[src/rtl/dcoffset_pkg.sv]
// Shared definitions for the RX DC-offset load/track/hold sequencer.
package dcoffset_pkg;

   localparam int unsigned ADDR_W   = 7;
   localparam int unsigned DATA_W   = 32;
   localparam int unsigned LEN_W    = 16;
   localparam int unsigned NUM_CHAN = 4;
   localparam int unsigned CH_W     = 2;

   // Register offsets relative to CTRL_ADDR.
   localparam int unsigned REG_CTRL_OFS   = 0;
   localparam int unsigned REG_TIMING_OFS = 1;
   localparam int unsigned REG_SEED_OFS   = 2;

   typedef enum logic [1:0] {
      ST_IDLE  = 2'd0,
      ST_LOAD  = 2'd1,
      ST_TRACK = 2'd2,
      ST_HOLD  = 2'd3
   } state_e;

   typedef struct packed {
      logic [ADDR_W-1:0] addr;
      logic [DATA_W-1:0] data;
   } dco_wr_t;

endpackage

[src/rtl/strobe_down_counter.sv]
// Down counter for state lengths: loads on state entry, counts sample strobes to zero.
module strobe_down_counter #(
   parameter int unsigned W = 16
) (
   input  logic         clock,
   input  logic         reset,
   input  logic         load,
   input  logic [W-1:0] value,
   input  logic         strobe,
   output logic         zero
);

   logic [W-1:0] cnt_q;

   always_ff @(posedge clock or posedge reset) begin
      if (reset) begin
         cnt_q <= '0;
      end else if (load) begin
         cnt_q <= value;
      end else if (strobe && (cnt_q != '0)) begin
         cnt_q <= cnt_q - W'(1);
      end
   end

   assign zero = (cnt_q == '0);

endmodule

[src/rtl/rx_dcoffset_seq.sv]
// DC-offset sequencer: seeds the four offset channels, then alternates integrator
// tracking and holding on sample strobes, while forwarding host channel writes.
module rx_dcoffset_seq
   import dcoffset_pkg::*;
#(
   parameter logic [ADDR_W-1:0] CTRL_ADDR = 7'd48,
   parameter logic [ADDR_W-1:0] CHAN_BASE = 7'd10
) (
   input  logic                clock,
   input  logic                reset,
   input  logic                sample_strobe,
   input  logic [ADDR_W-1:0]   serial_addr,
   input  logic [DATA_W-1:0]   serial_data,
   input  logic                serial_strobe,
   output logic [ADDR_W-1:0]   dco_addr,
   output logic [DATA_W-1:0]   dco_data,
   output logic                dco_strobe,
   output logic [NUM_CHAN-1:0] dco_enable,
   output logic                busy
);

   logic             ctrl_wr_c, timing_wr_c, seed_wr_c, fwd_c;
   logic             run_q, reload_q;
   logic [LEN_W-1:0] track_len_q, hold_len_q, seed_q;

   state_e              state_q, state_d;
   logic [CH_W-1:0]     ch_q, ch_d;
   logic                track_inf_q, track_inf_d;
   dco_wr_t             dco_q, dco_d;
   logic                dco_strobe_q, dco_strobe_d;
   logic [NUM_CHAN-1:0] dco_enable_q, dco_enable_d;
   logic                busy_q, busy_d;

   logic             enter_track_c, enter_hold_c;
   logic             cnt_load_c, cnt_zero_c;
   logic [LEN_W-1:0] cnt_value_c;

   assign ctrl_wr_c   = serial_strobe && (serial_addr == CTRL_ADDR + ADDR_W'(REG_CTRL_OFS));
   assign timing_wr_c = serial_strobe && (serial_addr == CTRL_ADDR + ADDR_W'(REG_TIMING_OFS));
   assign seed_wr_c   = serial_strobe && (serial_addr == CTRL_ADDR + ADDR_W'(REG_SEED_OFS));
   assign fwd_c       = serial_strobe &&
                        (ADDR_W'(serial_addr - CHAN_BASE) < ADDR_W'(NUM_CHAN));

   // Host-visible configuration registers.
   always_ff @(posedge clock or posedge reset) begin
      if (reset) begin
         run_q       <= 1'b0;
         reload_q    <= 1'b0;
         track_len_q <= '0;
         hold_len_q  <= '0;
         seed_q      <= '0;
      end else begin
         if (ctrl_wr_c) begin
            run_q    <= serial_data[0];
            reload_q <= serial_data[1];
         end
         if (timing_wr_c) begin
            track_len_q <= serial_data[LEN_W-1:0];
            hold_len_q  <= serial_data[DATA_W-1:LEN_W];
         end
         if (seed_wr_c) begin
            seed_q <= serial_data[LEN_W-1:0];
         end
      end
   end

   strobe_down_counter #(.W(LEN_W)) u_len_cnt (
      .clock  (clock),
      .reset  (reset),
      .load   (cnt_load_c),
      .value  (cnt_value_c),
      .strobe (sample_strobe),
      .zero   (cnt_zero_c)
   );

   // Next state; a host channel write always owns the dco bus and stalls LOAD.
   always_comb begin
      state_d       = state_q;
      ch_d          = ch_q;
      track_inf_d   = track_inf_q;
      dco_d         = dco_q;
      dco_strobe_d  = 1'b0;
      enter_track_c = 1'b0;
      enter_hold_c  = 1'b0;
      cnt_load_c    = 1'b0;
      cnt_value_c   = track_len_q;

      if (fwd_c) begin
         dco_d.addr   = serial_addr;
         dco_d.data   = serial_data;
         dco_strobe_d = 1'b1;
      end

      if (ctrl_wr_c && !serial_data[0]) begin
         state_d = ST_IDLE;
      end else begin
         case (state_q)
            ST_IDLE: begin
               if (run_q) begin
                  if (reload_q) begin
                     state_d = ST_LOAD;
                     ch_d    = '0;
                  end else begin
                     enter_track_c = 1'b1;
                  end
               end
            end
            ST_LOAD: begin
               if (!fwd_c) begin
                  dco_d.addr   = CHAN_BASE + ADDR_W'(ch_q);
                  dco_d.data   = {16'b0, seed_q};
                  dco_strobe_d = 1'b1;
                  if (ch_q == CH_W'(NUM_CHAN - 1)) begin
                     enter_track_c = 1'b1;
                  end else begin
                     ch_d = ch_q + CH_W'(1);
                  end
               end
            end
            ST_TRACK: begin
               if (!track_inf_q && cnt_zero_c) begin
                  if (hold_len_q != '0) begin
                     enter_hold_c = 1'b1;
                  end else begin
                     enter_track_c = 1'b1;
                  end
               end
            end
            ST_HOLD: begin
               if (cnt_zero_c) begin
                  enter_track_c = 1'b1;
               end
            end
            default: state_d = ST_IDLE;
         endcase
      end

      // Lengths are sampled only here, so timing writes never disturb a running count.
      if (enter_track_c) begin
         state_d     = ST_TRACK;
         cnt_load_c  = 1'b1;
         cnt_value_c = track_len_q;
         track_inf_d = (track_len_q == '0);
      end else if (enter_hold_c) begin
         state_d     = ST_HOLD;
         cnt_load_c  = 1'b1;
         cnt_value_c = hold_len_q;
      end

      dco_enable_d = (state_d == ST_TRACK) ? {NUM_CHAN{1'b1}} : '0;
      busy_d       = (state_d != ST_IDLE);
   end

   always_ff @(posedge clock or posedge reset) begin
      if (reset) begin
         state_q      <= ST_IDLE;
         ch_q         <= '0;
         track_inf_q  <= 1'b0;
         dco_q        <= '0;
         dco_strobe_q <= 1'b0;
         dco_enable_q <= '0;
         busy_q       <= 1'b0;
      end else begin
         state_q      <= state_d;
         ch_q         <= ch_d;
         track_inf_q  <= track_inf_d;
         dco_q        <= dco_d;
         dco_strobe_q <= dco_strobe_d;
         dco_enable_q <= dco_enable_d;
         busy_q       <= busy_d;
      end
   end

   assign dco_addr   = dco_q.addr;
   assign dco_data   = dco_q.data;
   assign dco_strobe = dco_strobe_q;
   assign dco_enable = dco_enable_q;
   assign busy       = busy_q;

endmodule

[config.mk]
export PLATFORM = sky130hd
export DESIGN_NAME = rx_dcoffset_seq
export DESIGN_NICKNAME = d
export VERILOG_FILES = /design/src/rtl/dcoffset_pkg.sv /design/src/rtl/strobe_down_counter.sv /design/src/rtl/rx_dcoffset_seq.sv
export SDC_FILE = /design/constraint.sdc
export NUM_CORES = 1
export LEC_CHECK = 0
export ABC_AREA = 1
export BUFFER_PORTS_ARGS = -buffer_cell sky130_fd_sc_hd__buf_2
export CAP_MARGIN = 20
export CORE_UTILIZATION = 42
export DETAILED_ROUTE_END_ITERATION = 16
export SYNTH_ARGS = -nofsm -noshare
export SYNTH_HDL_FRONTEND = slang
export SYNTH_SLANG_ARGS = --single-unit
[constraint.sdc]
create_clock -name clock -period 3.5 [get_ports clock]
set_input_delay 0.525 -clock clock [delete_from_list [all_inputs] [get_ports clock]]
set_output_delay 0.525 -clock clock [all_outputs]
set_load 0.01 [all_outputs]
After elaboration in Yosys (flattened, before gate mapping)
Cells that the tools add are included.
{"block": "word_totals", "wordCells": 89, "output_inout_bits": 45, "reg_bits": 116}
{"block": "op_classes", "eq_ne": 12, "n_mux": 39, "bitwise_logic": 1, "add_sub_neg": 4, "order_cmp": 1, "n_reduce_logical": 18}
{"operator": "$mux 39", "n": 4}
{"operator": "$mux 16", "n": 4}
{"operator": "$logic_not 16->1", "n": 2}
{"operator": "$reduce_bool 16->1", "n": 2}
{"operator": "$eq 7x6->1 const B", "n": 3}
{"operator": "$mux 2", "n": 10}
{"operator": "$mux 1", "n": 18}
{"operator": "$sub 16x1->16 const B", "n": 1}
{"operator": "$eq 2x2->1 const B", "n": 4}
{"operator": "$ne 2x2->1 const B", "n": 4}
{"operator": "$logic_and 1x1->1", "n": 7}
{"operator": "$lt 7x3->1 const B", "n": 1}
{"operator": "$sub 7x4->7 const B", "n": 1}
{"operator": "$reduce_and 6->1", "n": 1}
{"operator": "$reduce_bool 2->1", "n": 3}
{"operator": "$add 4x2->5 const A", "n": 1}
{"operator": "$mux 4", "n": 1}
{"operator": "$pmux 1 s4", "n": 1}
{"operator": "$pmux 2 s2", "n": 1}
{"operator": "$add 2x1->2 const B", "n": 1}
{"operator": "$eq 2x1->1 const B", "n": 1}
{"operator": "$logic_not 1->1", "n": 2}
{"operator": "$logic_not 2->1", "n": 1}
{"operator": "$not 1->1", "n": 1}

Longest topological paths before layout
Gate-level depths: netlist (run 1).
{"block": "depth", "word_depth": 9, "ltp_mapped": 16, "ltp_nobuf": 15}

Cells and area by module
Synthesis (run 1) repeated with hierarchy kept, for this count alone.
{"block": "unflattened", "cells_unflattened": 764, "area_unflattened_um2": 5783.0}
{"module": "rx_dcoffset_seq", "n_inst": 1, "cells_each": 571, "seq_area_each_um2": 2427.3, "area_each_um2": 4543.1}
{"module": "strobe_down_counter", "n_inst": 1, "cells_each": 193, "seq_area_each_um2": 400.4, "area_each_um2": 1239.9}

Worst setup path after synthesis (run 1)
OpenSTA, ideal clock, no wires.
{"block": "synth_path", "path_type": "input to register", "from": "input port serial_addr[1]", "to": "register u_len_cnt.cnt_q[1]", "path_buffers": 1, "setup_slack_ps": 1633, "setup_ps": 113, "required_time_ps": 3387, "path_stages": 12, "arrival_ps": 1754, "path_cell_list": "inv_2 -> ha_1 -> nand3_1 -> nor2_1 -> nand3_2 -> nand2_2 -> nand3_4 -> nand2_8 -> buf_2 -> nand4_1 -> nand2_1 -> inv_1"}
{"block": "synth_via", "elab_chain_len": 8}
{"element": "from (decl)", "line_no": "rx_dcoffset_seq.sv:12", "source": "input logic [ADDR_W-1:0] serial_addr,"}
{"element": "$sub 7x4->7", "line_no": "rx_dcoffset_seq.sv:42", "source": "(ADDR_W'(serial_addr - CHAN_BASE) < ADDR_W'(NUM_CHAN));"}
{"element": "$lt 7x3->1", "line_no": "rx_dcoffset_seq.sv:42"}
{"element": "$logic_and 1x1->1", "line_no": "rx_dcoffset_seq.sv:41", "source": "assign fwd_c = serial_strobe &&"}
{"element": "$mux 1", "line_no": "rx_dcoffset_seq.sv:109", "source": "if (!fwd_c) begin"}
{"element": "$pmux 1 s4", "line_no": "rx_dcoffset_seq.sv:97", "source": "case (state_q)"}
{"element": "$mux 1", "line_no": "rx_dcoffset_seq.sv:94", "source": "if (ctrl_wr_c && !serial_data[0]) begin"}
{"element": "$mux 16 or $mux 1 (tied branches)", "line_no": "rx_dcoffset_seq.sv:139", "source": "if (enter_track_c) begin"}
{"element": "$mux 16 or $reduce_bool 2->1 (tied branches)"}
{"element": "to (signal assigned)", "line_no": "strobe_down_counter.sv:19", "source": "cnt_q <= value;"}
{"element": "to (signal assigned)", "line_no": "strobe_down_counter.sv:21", "source": "cnt_q <= cnt_q - W'(1);"}
{"element": "to (decl)", "line_no": "strobe_down_counter.sv:13", "source": "logic [W-1:0] cnt_q;"}
Parallel ways exist; a longest one is shown, timed or not.
A chain may end at the register's enable or synchronous reset.

Final worst setup path (run 1)
{"block": "layout_path", "from": "register u_len_cnt.cnt_q[0]", "to": "register u_len_cnt.cnt_q[9]"}
{"block": "layout_via", "elab_chain_len": 8}
{"element": "$logic_not 16->1", "line_no": "strobe_down_counter.sv:25", "source": "assign zero = (cnt_q == '0);"}
{"element": "$logic_and 1x1->1", "line_no": "rx_dcoffset_seq.sv:121", "source": "if (!track_inf_q && cnt_zero_c) begin"}
{"element": "$mux 1", "line_no": "rx_dcoffset_seq.sv:121"}
{"element": "$mux 1", "line_no": "rx_dcoffset_seq.sv:97"}
{"element": "$mux 1", "line_no": "rx_dcoffset_seq.sv:94"}
{"element": "$mux 16 or $mux 1 (tied branches)", "line_no": "rx_dcoffset_seq.sv:144", "source": "end else if (enter_hold_c) begin"}
{"element": "$mux 16 or $mux 1 (tied branches)", "line_no": "rx_dcoffset_seq.sv:139"}
{"element": "$mux 16 or $reduce_bool 2->1 (tied branches)"}
Parallel ways exist; a longest one is shown, timed or not. The select of a mux whose other input is x is not followed.

==> reports/qor.csv, run 1 <==
stage,metric,value,unit
yosys,Ys Warns,0,
yosys,Simple-Gate Fraction of Synth Area,29.2,%
cts,# clock sinks,113,
drt,Pre-antenna DRT Iters,5,
yosys,#FFs+latches synth,113,
cells_and_area,FILL cells,1277,
drt,DRT Wirelength,13.8,mm
run_status,run status,completed,
min_path,Hold WC Path Type,in -> async,
cells_and_area,most frequent cells in the layout,"193 x nand2_1, 113 x dfrtp_1, 92 x inv_1, 87 x buf_2, 73 x nor2_1",
critical_path,Worst Path Required,3.85,ns
floorplan,Initial Util,43.1,%
critical_path,CP Cell Sequence,inv_1 -> ha_1 -> nand2_1 -> nor2_2 -> nand3_2 -> nor2_4 -> nand3_4 -> nand2_8 -> nand2_1 -> nand2_1 -> nand2_1 -> inv_1,
placed_design,I/O Buffers,87,
cts,Clk Tree Root Cell,clkbuf_16,
drt,vias per inst,4.98,
critical_path,Critical Path AT,2.65,ns
drt,DR vias,4985,
global_routing,initial antenna violation count,0,
yosys,adder-cell area share of the yosys netlist,0.874,%
cells_and_area,n_diodes,0,
floorplan,Core ar.,13300,µm²
sta,Worst Max-Slew Pin Slew,0.666,ns
critical_path,Crit path largest cell delay,0.49,ns
placed_design,dpl hpwl,9.72,mm
placed_design,routability cong.,0.840,
drt,DR DRC count,0,
sta,maximum clock frequency,435,MHz
sta,Rel. slew slack,55.4,%
cells_and_area,proportion of layout cells with a drive suffix above 1,19.6,%
sta,RSZ-0062 raised after global routing,false,
cts,Clock Latency Late Sink,0.42,ns
sta,Final Hold Vio Count,0,
sta,period utilization,65.7,%
floorplan,Die ar.,14100,µm²
drt,wire per inst,13.8,µm
yosys,Unique masters post-synth,31,
cells_and_area,layout net count,860,
floorplan,FP Rows,42,
critical_path,Worst setup SP type,register,
yosys,cell count after synthesis,733,
run,max-cap viol count,0,
yosys,Mapped Nets,780,
power_and_ir_drop,pwr dens,706,nW/µm²
cts,CTS H-tree lvls,4,
cts,post-cts resize count,0,
critical_path,CP startpoint,u_len_cnt.cnt_q[0]$_DFFE_PP0P_,
global_routing,first-pass GRT wire length,23.6,mm
power_and_ir_drop,VDD IR max,0.393,mV
power_and_ir_drop,leak pwr,3.60,nW
cts,Post-CTS Hold Buffers,0,
floorplan,die extent in x,119,µm
drt,max layer used,met4,
sta,hold_ws,0.179,ns
drt,met2 wire length,6.28,mm
critical_path,Crit-path slowest cell,nand3_4,
cells_and_area,"commonest non-fill, non-tap cell in the layout",nand2_1,
critical_path,crit-path most repeated cell,nand2_1,
drt,antenna-violating nets left,0,
critical_path,kind of end point of the critical path,register,
cts,deepest clock path buffer count,2,
global_routing,vias in the first global route,4853,
yosys,mux share of post-synthesis cell area,0,%
cts,clock-pin transition on the worst setup and hold timing paths,0.05,ns
drt,WL met3,658,µm
drt,wl on met1,6.68,mm
cts,CTS tree,done,
global_routing,largest net degree at the start of global routing,55,
cts,Num CTS Buffers,17,
critical_path,worst-path maximum fanout,54,
drt,initial DRC count,246,
cells_and_area,Layout area overhead,19.9,%
cts,# Post-CTS Setup Buffers,0,
yosys,post-synthesis xor/xnor area fraction,0,%
yosys,sequential area share after synthesis,49.4,%
yosys,area fraction in compound gates after synthesis,10.8,%
critical_path,RR Startpoint,u_len_cnt.cnt_q[0]$_DFFE_PP0P_,
global_routing,GRT overflow,0,
sta,final setup TNS,0,ns
sta,min cycle time layout,2.30,ns
cells_and_area,Finished Core Util,51.6,%
global_routing,total global-route track usage,21.3,%
yosys,Synth Cell Area,5730,µm²
floorplan,num ports,88,
sta,Finish-stage setup viols,0,
sta,Clock Skews,0.00681,ns
critical_path,Worst Setup Path Type,reg -> reg,
yosys,largest family of logic cells by synthesized area,simple AND/OR/NAND/NOR gates,
sta,final slew viol count,0,
yosys,syn avg cell area,7.81,µm²
floorplan,Die Span Y,119,µm
metrics by stage:
| stage | cell area (µm²) | setup slack [ns] | std cells | power [mW] |
|---|---|---|---|---|
| 2_1_floorplan | 5730 | 1.60 | 733 | 2.75 |
| 3_3_place_gp | 6250 | 1.07 | 969 | 3.08 |
| 3_5_place_dp | 6250 | 0.996 | 969 | 3.12 |
| 4_1_cts | 6850 | 1.19 | 1000 | 4.90 |
| 5_1_grt | 6870 | 0.951 | 1001 | 5.17 |
| 6_report | 6870 | 1.20 | 1001 | 4.85 |
flip-flops by register name (all words and copies together), names as in the netlist:
| signal | count |
|---|---|
| reload_q | 1 |
| track_inf_q | 1 |
| ch_q | 2 |
| u_len_cnt.cnt_q | 16 |
| state_q | 2 |
| run_q | 1 |
| hold_len_q | 16 |
| seed_q | 16 |
| dco_strobe | 1 |
| track_len_q | 16 |
| busy | 1 |
| dco_data | 32 |
| dco_enable | 1 |
| dco_addr | 7 |
worst max-delay path: cells and delay by family, from the launching register on:
family	cells	cell delay [ns]
buf+inv	2	0.16
fa+ha+maj	1	0.18
simple gates	9	1.50
flops	1	0.38
area by class of cell:
class	count	area, µm²	area share [%]
Sequential cell	113	2830	41.2
Multi-Input combinational cell	487	2340	34.1
Timing Repair Buffer	95	503	7.33
Clock buffer	22	464	6.76
Inverter	99	375	5.47
Tap cell	176	220	3.21
Clock inverter	9	131	1.91
power by group:
group          internal (mW)  switching, mW
Combinational          0.481          0.757
Clock                   1.15          0.596
Sequential              1.62          0.244
Total                   3.25           1.60
path summary, 6_finish.rpt:
| check | endpoint | slack [ns] | cells past startpoint |
|---|---|---|---|
| min | dco_strobe$_DFF_PP0_ | 0.18 | 2 |
| max | u_len_cnt.cnt_q[9]$_DFFE_PP0P_ | 1.20 | 12 |
| min reg2reg | dco_data[24]$_DFF_PP0_ | 0.48 | 2 |
| min in group clock | dco_data[29]$_DFF_PP0_ | 0.37 | 3 |
| max in group asynchronous | dco_data[27]$_DFF_PP0_ | 2.44 | 3 |
| max reg2reg | u_len_cnt.cnt_q[9]$_DFFE_PP0P_ | 1.20 | 12 |
cells by family after synthesis:
logic type,after synthesis
DFF,113
and+or+nand+nor,369
adders and majority gates,4
buffers and inverters,133
AOI/OAI and AO/OA,114
synth_stat cells:
| cell | n | area (µm²) |
|---|---|---|
| nand3b_1 | 2 | 15.0 |
| dfrtp_1 | 113 | 2830 |
| o221ai_1 | 1 | 8.76 |
| clkbuf_1 | 12 | 45.0 |
| nand3_4 | 2 | 35.0 |
| buf_2 | 13 | 65.1 |
| o21ai_2 | 4 | 35.0 |
| o21ai_1 | 10 | 50.1 |
| buf_8 | 1 | 15.0 |
| buf_6 | 2 | 22.5 |
| buf_1 | 1 | 3.75 |
| ha_1 | 4 | 50.1 |
| nand4_1 | 20 | 125 |
| nor2_1 | 73 | 274 |
| nand2_8 | 2 | 40.0 |
| nand2_2 | 4 | 25.0 |
| nand3_2 | 4 | 40.0 |
| nor3_2 | 2 | 20.0 |
| o21ai_0 | 72 | 360 |
| nor4_1 | 4 | 25.0 |
| o211ai_1 | 2 | 15.0 |
| buf_4 | 5 | 37.5 |
| nand3_1 | 50 | 250 |
| or2_2 | 1 | 6.26 |
| nor2_2 | 9 | 56.3 |
| nor2_4 | 3 | 33.8 |
| inv_2 | 6 | 22.5 |
| inv_1 | 93 | 349 |
| o22ai_1 | 19 | 119 |
| nand2_1 | 193 | 724 |
| a21oi_1 | 6 | 30.0 |
layer usage:
metal	up-vias	track usage (%)
li1	2508	-
met4	0	7.52
met3	15	5.74
met1	2340	29.2
met2	122	32.2
met5	-	0
Power figures use the tool's default switching activity.
==> run 2: changes to the inputs <==
==> constraint.sdc (replaced) <==
create_clock -name clock -period 1.8 [get_ports clock]
set_input_delay 0.27 -clock clock [delete_from_list [all_inputs] [get_ports clock]]
set_output_delay 0.27 -clock clock [all_outputs]
set_load 0.01 [all_outputs]
==> reports/qor.csv, run 2 (synthesis gave the netlist of run 1 again) <==
stage,metric,value,unit
run_status,run status,finished with violations,
run_status,failing checks,setup timing,
cts,Clk Tree Root Cell,clkbuf_16,
floorplan,Die ar.,14100,µm²
global_routing,initial antenna violation count,0,
critical_path,Critical Path AT,2.14,ns
placed_design,I/O Buffers,87,
critical_path,RR Startpoint,u_len_cnt.cnt_q[12]$_DFFE_PP0P_,
global_routing,first-pass GRT wire length,24.0,mm
min_path,hold depth,3,
sta,final setup margin,-0.0319,ns
cells_and_area,Finished Core Util,56.9,%
drt,DR DRC count,0,
global_routing,GRT overflow,0,
sta,min cycle time layout,1.83,ns
cells_and_area,proportion of layout cells with a drive suffix above 1,28.9,%
sta,maximum clock frequency,546,MHz
cts,Num CTS Buffers,17,
cts,Clock Latency Late Sink,0.42,ns
placed_design,placed inst area,6710,µm²
floorplan,Core ar.,13300,µm²
floorplan,num ports,88,
critical_path,"Largest delay share family, worst path",simple AND/OR/NAND/NOR gates,
drt,DRT Wirelength,14.6,mm
sta,Worst Max-Slew Pin Slew,0.305,ns
cells_and_area,design area,7570,µm²
min_path,Worst Hold Path EP,dco_data[26]$_DFF_PP0_,
cells_and_area,n_diodes,0,
critical_path,kind of end point of the critical path,register,
critical_path,Bufs and invs on worst path,2,
cts,CTS tree,done,
floorplan,Die Span Y,119,µm
critical_path,CP startpoint,u_len_cnt.cnt_q[12]$_DFFE_PP0P_,
power_and_ir_drop,VDD IR max,0.709,mV
global_routing,total global-route track usage,21.8,%
cells_and_area,most frequent cells in the layout,"182 x nand2_1, 113 x dfrtp_1, 89 x inv_1, 87 x buf_2, 71 x o21ai_0",
cts,CTS H-tree lvls,4,
power_and_ir_drop,pwr dens,1360,nW/µm²
placed_design,routability cong.,0.856,
sta,Clock Skews,0.00745,ns
critical_path,Crit path largest cell delay,0.41,ns
sta,Rel. slew slack,79.5,%
critical_path,Worst Path Required,2.10,ns
sta,final slew viol count,0,
drt,antenna-violating nets left,0,
min_path,hold path startpoint,serial_data[26],
cells_and_area,Layout area overhead,32.2,%
cts,clock-pin transition on the worst setup and hold timing paths,0.05,ns
critical_path,RR Endpoint,u_len_cnt.cnt_q[0]$_DFFE_PP0P_,
cells_and_area,"commonest non-fill, non-tap cell in the layout",nand2_1,
sta,Finish-stage setup viols,16,
cts,deepest clock path buffer count,2,
drt,DR vias,5180,
critical_path,crit-path most repeated cell,nand2_2,
sta,period utilization,102,%
drt,initial DRC count,341,
placed_design,dpl hpwl,10.4,mm
floorplan,FP Rows,42,
sta,Final Hold Vio Count,0,
drt,Pre-antenna DRT Iters,5,
run,max-cap viol count,0,
drt,vias per inst,4.91,
critical_path,worst-path maximum fanout,8,
sta,RSZ-0062 raised after global routing,true,
drt,wire per inst,13.9,µm
cells_and_area,layout net count,913,
power_and_ir_drop,leak pwr,3.96,nW
sta,final setup TNS,-0.236,ns
critical_path,Worst Setup Path Type,reg -> reg,
cells_and_area,FILL cells,1227,
cells_and_area,number of flip-flops in the largest register,32,
cts,# clock sinks,113,
critical_path,R2R setup slack,-0.03,ns
critical_path,CP Cell Sequence,nor2_2 -> nand2_2 -> nor2_4 -> nand2_2 -> nor2_2 -> nand2_2 -> nand3_4 -> nand2_8 -> buf_6 -> buf_6 -> nand4_1 -> nand2_1,
critical_path,Worst setup SP type,register,
critical_path,Crit-path slowest cell,dfrtp_1,
global_routing,largest net degree at the start of global routing,51,
critical_path,reg2reg path depth,12,
global_routing,vias in the first global route,5015,
floorplan,die extent in x,119,µm
floorplan,Initial Util,43.1,%
sta,hold_ws,0.118,ns
min_path,Hold WC Path Type,in -> reg,
[run 2: area by class of cell]
type / count / area (µm²) / area share [%]
Sequential cell: 113 / 2830 / 37.4
Multi-Input combinational cell: 487 / 2500 / 33.0
Timing Repair Buffer: 147 / 1030 / 13.6
Clock buffer: 18 / 439 / 5.80
Inverter: 99 / 379 / 5.01
Tap cell: 176 / 220 / 2.91
Clock inverter: 14 / 165 / 2.18
Timing Repair inverter: 1 / 7.51 / 0.0992
[run 2: what timing repair did]
action                                  4_1_cts  5_1_grt
endpoints found under the setup margin       16       18
setup buffers                                 0        5
pin swaps                                     8       14
hold buffers                                  1        0
endpoints found under the hold margin         7        0
gates cloned                                  1        1
resized for setup                            15       33
[run 2: where the power goes]
part | switching (mW) | total [mW] | internal, mW
Sequential | 0.423 | 3.57 | 3.15
Clock | 1.21 | 3.41 | 2.20
Combinational | 1.81 | 3.28 | 1.48
Total | 3.44 | 10.3 | 6.83
[run 2: how the worst max path moves through the flow]
stage	to	slack [ns]	cells after the start
floorplan	u_len_cnt.cnt_q[1]$_DFFE_PP0P_	0.1	14
global placement	u_len_cnt.cnt_q[11]$_DFFE_PP0P_	-0.08	13
detailed placement	u_len_cnt.cnt_q[3]$_DFFE_PP0P_	-0.11	13
CTS	u_len_cnt.cnt_q[3]$_DFFE_PP0P_	-0.006	14
global route	u_len_cnt.cnt_q[14]$_DFFE_PP0P_	-0.15	14
finish	u_len_cnt.cnt_q[0]$_DFFE_PP0P_	-0.03	12
[run 2: worst reg2reg max path, delay by kind of cell, from the launching register on]
kind	cells	cell delay, ns
buf+inv	2	0.27
simple gates	10	1.04
flops	1	0.41
[run 2: per-layer routing]
layer | part of all wire, % | global-route usage [%]
met1 | 46 | 28.4
met3 | 4.8 | 4.83
met2 | 46 | 34.2
met5 | 0 | 0
met4 | 2.8 | 10.5
[run 2: per-stage QoR]
| step | setup slack, ns | power [mW] | std cells |
|---|---|---|---|
| 2_1_floorplan | 0.0986 | 5.35 | 733 |
| 3_3_place_gp | -0.0827 | 6.45 | 1015 |
| 3_5_place_dp | -0.106 | 6.51 | 1015 |
| 4_1_cts | -0.00604 | 10.0 | 1049 |
| 5_1_grt | -0.150 | 10.9 | 1055 |
| 6_report | -0.0319 | 10.3 | 1055 |
